**src/rtl/rr_arbiter8_pkg.sv**
```systemverilog
// Shared constants and state encoding for the 8-way round-robin arbiter.
package rr_arbiter8_pkg;

    localparam int NREQ  = 8;
    localparam int IDX_W = 3;

    typedef enum logic {
        IDLE  = 1'b0,
        GRANT = 1'b1
    } state_t;

endpackage

```
**src/rtl/dec3to8.sv**
```systemverilog
// Combinational 3-to-8 one-hot decoder with enable; all zeros when disabled.
module dec3to8
    import rr_arbiter8_pkg::*;
(
    input  logic [IDX_W-1:0] idx_i,
    input  logic             en_i,
    output logic [NREQ-1:0]  dec_o
);

    always_comb begin
        dec_o = '0;
        if (en_i) begin
            dec_o[idx_i] = 1'b1;
        end
    end

endmodule

```
**src/rtl/rr_arbiter8.sv**
```systemverilog
// Round-robin arbiter for 8 requesters with a bounded hold time and a
// mandatory idle turnaround cycle between consecutive grants.
module rr_arbiter8
    import rr_arbiter8_pkg::*;
#(
    parameter int MAX_HOLD = 16,
    parameter int HOLD_W   = 8
)
(
    input  logic             clk,
    input  logic             rst,
    input  logic [NREQ-1:0]  req,
    output logic [NREQ-1:0]  gnt,
    output logic [IDX_W-1:0] gnt_idx,
    output logic             gnt_valid,
    output logic             timeout
);

    localparam bit                LIMIT_EN  = (MAX_HOLD != 0);
    localparam logic [HOLD_W-1:0] HOLD_LAST = (MAX_HOLD == 0) ? '0 : HOLD_W'(MAX_HOLD - 1);

    state_t            state_q, state_d;
    logic [IDX_W-1:0]  ptr_q, ptr_d;
    logic [HOLD_W-1:0] holdCnt_q, holdCnt_d;
    logic [IDX_W-1:0]  gntIdx_q, gntIdx_d;
    logic              gntValid_q, gntValid_d;
    logic              timeout_q, timeout_d;
    logic [IDX_W:0]    pick;

    // Returns {found, index} of the first set request searching upward from p.
    function automatic logic [IDX_W:0] rrPick(input logic [NREQ-1:0]  r,
                                              input logic [IDX_W-1:0] p);
        logic [IDX_W-1:0] cand;
        rrPick = '0;
        for (int i = NREQ - 1; i >= 0; i--) begin
            cand = p + IDX_W'(i);
            if (r[cand]) begin
                rrPick = {1'b1, cand};
            end
        end
    endfunction

    always_comb begin
        state_d    = state_q;
        ptr_d      = ptr_q;
        holdCnt_d  = holdCnt_q;
        gntIdx_d   = gntIdx_q;
        gntValid_d = gntValid_q;
        timeout_d  = 1'b0;
        pick       = rrPick(req, ptr_q);

        case (state_q)
            IDLE: begin
                gntValid_d = 1'b0;
                if (pick[IDX_W]) begin
                    state_d    = GRANT;
                    gntIdx_d   = pick[IDX_W-1:0];
                    gntValid_d = 1'b1;
                    holdCnt_d  = '0;
                end
            end
            GRANT: begin
                // A voluntary release wins over the limit, so no timeout pulse then.
                if (!req[gntIdx_q] || (LIMIT_EN && holdCnt_q == HOLD_LAST)) begin
                    state_d    = IDLE;
                    gntValid_d = 1'b0;
                    ptr_d      = gntIdx_q + 1'b1;
                    timeout_d  = req[gntIdx_q];
                end else if (holdCnt_q != '1) begin
                    holdCnt_d = holdCnt_q + 1'b1;
                end
            end
            default: begin
                state_d    = IDLE;
                gntValid_d = 1'b0;
            end
        endcase
    end

    always_ff @(posedge clk) begin
        if (rst) begin
            state_q    <= IDLE;
            ptr_q      <= '0;
            holdCnt_q  <= '0;
            gntIdx_q   <= '0;
            gntValid_q <= 1'b0;
            timeout_q  <= 1'b0;
        end else begin
            state_q    <= state_d;
            ptr_q      <= ptr_d;
            holdCnt_q  <= holdCnt_d;
            gntIdx_q   <= gntIdx_d;
            gntValid_q <= gntValid_d;
            timeout_q  <= timeout_d;
        end
    end

    dec3to8 u_dec (
        .idx_i (gntIdx_q),
        .en_i  (gntValid_q),
        .dec_o (gnt)
    );

    assign gnt_idx   = gntIdx_q;
    assign gnt_valid = gntValid_q;
    assign timeout   = timeout_q;

endmodule

```
**config.mk**
```make
export PLATFORM = sky130hd
export DESIGN_NAME = rr_arbiter8
export DESIGN_NICKNAME = d
export VERILOG_FILES = /design/src/rtl/rr_arbiter8_pkg.sv /design/src/rtl/dec3to8.sv /design/src/rtl/rr_arbiter8.sv
export SDC_FILE = /design/constraint.sdc
export NUM_CORES = 1
export LEC_CHECK = 0
export BUFFER_PORTS_ARGS = -buffer_cell sky130_fd_sc_hd__buf_2
export CAP_MARGIN = 20
export CORE_MARGIN = 4
export CORE_UTILIZATION = 50
export DETAILED_ROUTE_END_ITERATION = 10
export MAX_ROUTING_LAYER = met4
export PLACE_DENSITY = 0.7
export SLEW_MARGIN = 20
export SYNTH_ARGS = -nofsm -noshare
export SYNTH_HDL_FRONTEND = slang
export SYNTH_SLANG_ARGS = --single-unit
export TNS_END_PERCENT = 30
```
**constraint.sdc**
```tcl
create_clock -name clk -period 5.56 [get_ports clk]
set_clock_uncertainty 0.2 [all_clocks]
set_input_delay 1.112 -clock clk [delete_from_list [all_inputs] [get_ports clk]]
set_output_delay 1.112 -clock clk [all_outputs]
set_load 0.05 [all_outputs]
```
==> run_results.csv <==
group,metric,value,unit
yosys,synthCells,218,
pwr,combPwrFrac,0.682,
floorplan,die_x,68.9,um
yosys,synth_seq_cells,17,
yosys,synth_most_common_cell,"nor2_1",
route,wirelength,4690,um
setup_path,crit_fanout,16,
pwr,clkPwrFrac,0.105,
setup_path,arrival,3670,ps
route,drc,0,
placed_design,io_buffers,22,
sta,clock.fmax,0.271,GHz
pwr,power_frac_seq,0.212,
route,avgViaCountPerCell,6.47,
setup_path,reg2reg_slack,1870,ps
yosys,synth_common_cells,"nor2_1, dfxtp_1, mux2i_1, nor3_1, nand3_1",
yosys,synthTopCellsByArea,"dfxtp_1, mux4_2, mux2i_1",
run,cap_violations,0,
floorplan,ios,23,
clock_tree,cts_buffer_depth,2,
floorplan,initial_core_util,0.535,
sta,relSlewSlack,0.302,
yosys,synth_compound_area_frac,0.180,
hold_path,whs_endpoint,"gnt_valid",
setup_path,rr_worst_depth,7,
sta,tightest_slew,1040,ps
sta,post-route-min-period,3690,ps
global_routing,grt_max_degree,25,
clock_tree,path_clk_slew,60,ps
sta,finalSetupViolations,0,
outcome,status,"completed",
global_routing,grt_overflow,0,
placed_design,dp_hpwl,3440,um
pwr,leakage,0.725,nW
sta,slew_viol_final,0,
hold_path,hold_path_depth,2,
floorplan,fp.dieH,68.9,um
layout,fin_util,0.571,
yosys,yosys.area_share.xor_xnor,0.0425,
route,dr.first_iter.drc_count,114,
yosys,synth_edf_count,0,
yosys,syn_nets,232,
layout,fill_cells,347,
route,vias,1778,
yosys,synth_largest_area_cell,"dfxtp_1",
sta,rsz0062_at_grt,"no",
yosys,synthMuxAreaShare,0.248,
floorplan,fp.dieArea,4750,um2
floorplan,core-area,3470,um2
clock_tree,cts_hold_buf,0,
pwr,ir_drop,0.000277,V
clock_tree,cts.htree.levels,1,
yosys,yosysTopAreaCellShare,0.184,
clock_tree,cts_setup_buffers,0,
clock_tree,root_buffer,"clkbuf_8",
yosys,syn_area,1850,um2
yosys,synth_flop_cell,"dfxtp_1",
pwr,p_switching,0.000455,W
yosys,synth-simple-area-share,0.253,
clock_tree,worstSkewPairLatency,260,ps
clock_tree,cts_resized,0,
yosys,synth_cell_types,57,
yosys,ys_seq_area_frac,0.184,
setup_path,required,5540,ps
global_routing,antenna_found_initial,0,
placed_design,place.gp.congestion,0.928,
layout,layout-drive-gt1-share,0.214,
setup_path,critPathKind,"flip-flop to flip-flop",
global_routing,grt_pass1_vias,1589,
layout,area_growth,6.88,%
hold_path,hp-start,"gnt_valid",
setup_path,r2r_start,"ptr_q[1]",
sta,hold_viol_final,0,
layout,diodes,0,
route,routedWlPerCell,17.1,um
clock_tree,cts_buffers,3,
sta,tns,0,ps
setup_path,end_kind,"flip-flop",
route,antenna_left,0,
layout,final_nets,244,
global_routing,track_usage,0.223,
yosys,yosysWarnings,0,
pwr,p_int,0.000434,W
yosys,synth_fa_ha_area_frac,0.0270,
yosys,synthArstFlopShare,0,
clock_tree,cts_sinks,17,
setup_path,r2r_end,"holdCnt_q[0]",
yosys,syn_area_per_cell,8.51,um2
route,firstDrtPassIters,4,
pwr,power_density,449,nW/um2
global_routing,grt_pass1_wl,7820,um
floorplan,std_cell_rows,21,
hold_path,hold_path_class,"flip-flop to flip-flop",
pwr,switching_share,0.512,
clock_tree,cts_tree,"done",
sta,min_period_over_period,0.665,
yosys,synth_top_family_by_area,"simple AND/OR/NAND/NOR gates",
setup_path,start_kind,"flip-flop",
registers in the layout, summed over array words and instances, names as in the netlist:
signal	flops
timeout	1
state_q	1
holdCnt_q	8
ptr_q	3
gnt_valid	1
gnt_idx	3
per-stage QoR:
| stage | worst slack (ps) | hold WS [ps] | total power [W] | instance area [um2] | std cells |
|---|---|---|---|---|---|
| after floorplan | 2200 | 319 | 0.000685 | 1850 | 218 |
| after detailed placement | 1880 | 298 | 0.000788 | 1940 | 271 |
| final | 1870 | 306 | 0.000889 | 1980 | 275 |
| after CTS | 1860 | 308 | 0.000886 | 1980 | 275 |
| after global routing | 1520 | 373 | 0.000954 | 1980 | 275 |
| after global placement | 2030 | 301 | 0.000784 | 1940 | 271 |
worst max-delay path: stages (launching register included):
cell and delay [ps]:
dfxtp_1 720, clkinv_1 390, ha_1 640, mux4_2 430, nor4_2 370, a31oi_1 400
o21a_1 310, nor3_1 150
how the worst max path moves through the flow:
stage,from,to,slack (ps)
detailed placement,ptr_q[1],holdCnt_q[0],1880
CTS,ptr_q[1],holdCnt_q[0],1860
global placement,ptr_q[1],holdCnt_q[0],2030
finish,ptr_q[1],holdCnt_q[0],1870
global route,ptr_q[1],holdCnt_q[0],1520
floorplan,gnt_idx[2],gnt[4],2200
power groups by stage:
| stage | logic [W] | registers [W] | clock network [W] |
|---|---|---|---|
| after detailed placement | 0.000597 | 0.000191 | 0 |
| after global placement | 0.000593 | 0.000191 | 0 |
| after floorplan | 0.000484 | 0.000201 | 0 |
| after global routing | 0.000657 | 0.000196 | 0.000101 |
| final | 0.000607 | 0.000189 | 0.0000938 |
| after CTS | 0.000600 | 0.000189 | 0.0000968 |
final cells by class:
class,instances,area (um2),share of cell area
multi-input combinational,178,1390,0.702
sequential,17,340,0.172
timing repair buffer,24,125,0.0631
tap,46,57.6,0.0290
clock buffer,4,45.0,0.0227
inverter,6,22.5,0.0114
logic make-up (layout without fill, tap and decap cells):
family	count (synthesis)	count (layout)
adders and majority gates	4	4
and+or+nand+nor	88	88
DFF	17	17
buffers and inverters	23	34
muxes	33	33
xor gates and xnor gates	9	9
AOI/OAI and AO/OA	44	44
per-layer routing:
layer	vias up	track usage	part of all wire
li1	859	-	-
met1	830	0.313	0.45
met2	85	0.339	0.47
met3	4	0.0421	0.080
met4	0	0.0389	0.0030
met5	-	-	0
layout by cell type (no fill, tap or decap), types with 4 or more instances in the layout:
master   count
nand2_1      9
nor2_1      21
o21ai_0      4
mux4_2       8
nand3_1     11
nor2b_1      4
a31oi_1      4
nor3_1      13
nor4_1       7
dfxtp_1     17
mux2_4       4
xnor2_1      7
mux2_2       6
inv_1        5
buf_2       22
mux2i_1     14
and3_1       6
a21oi_1      7
ha_1         4
Note: power is estimated with default switching activity, not from simulation.
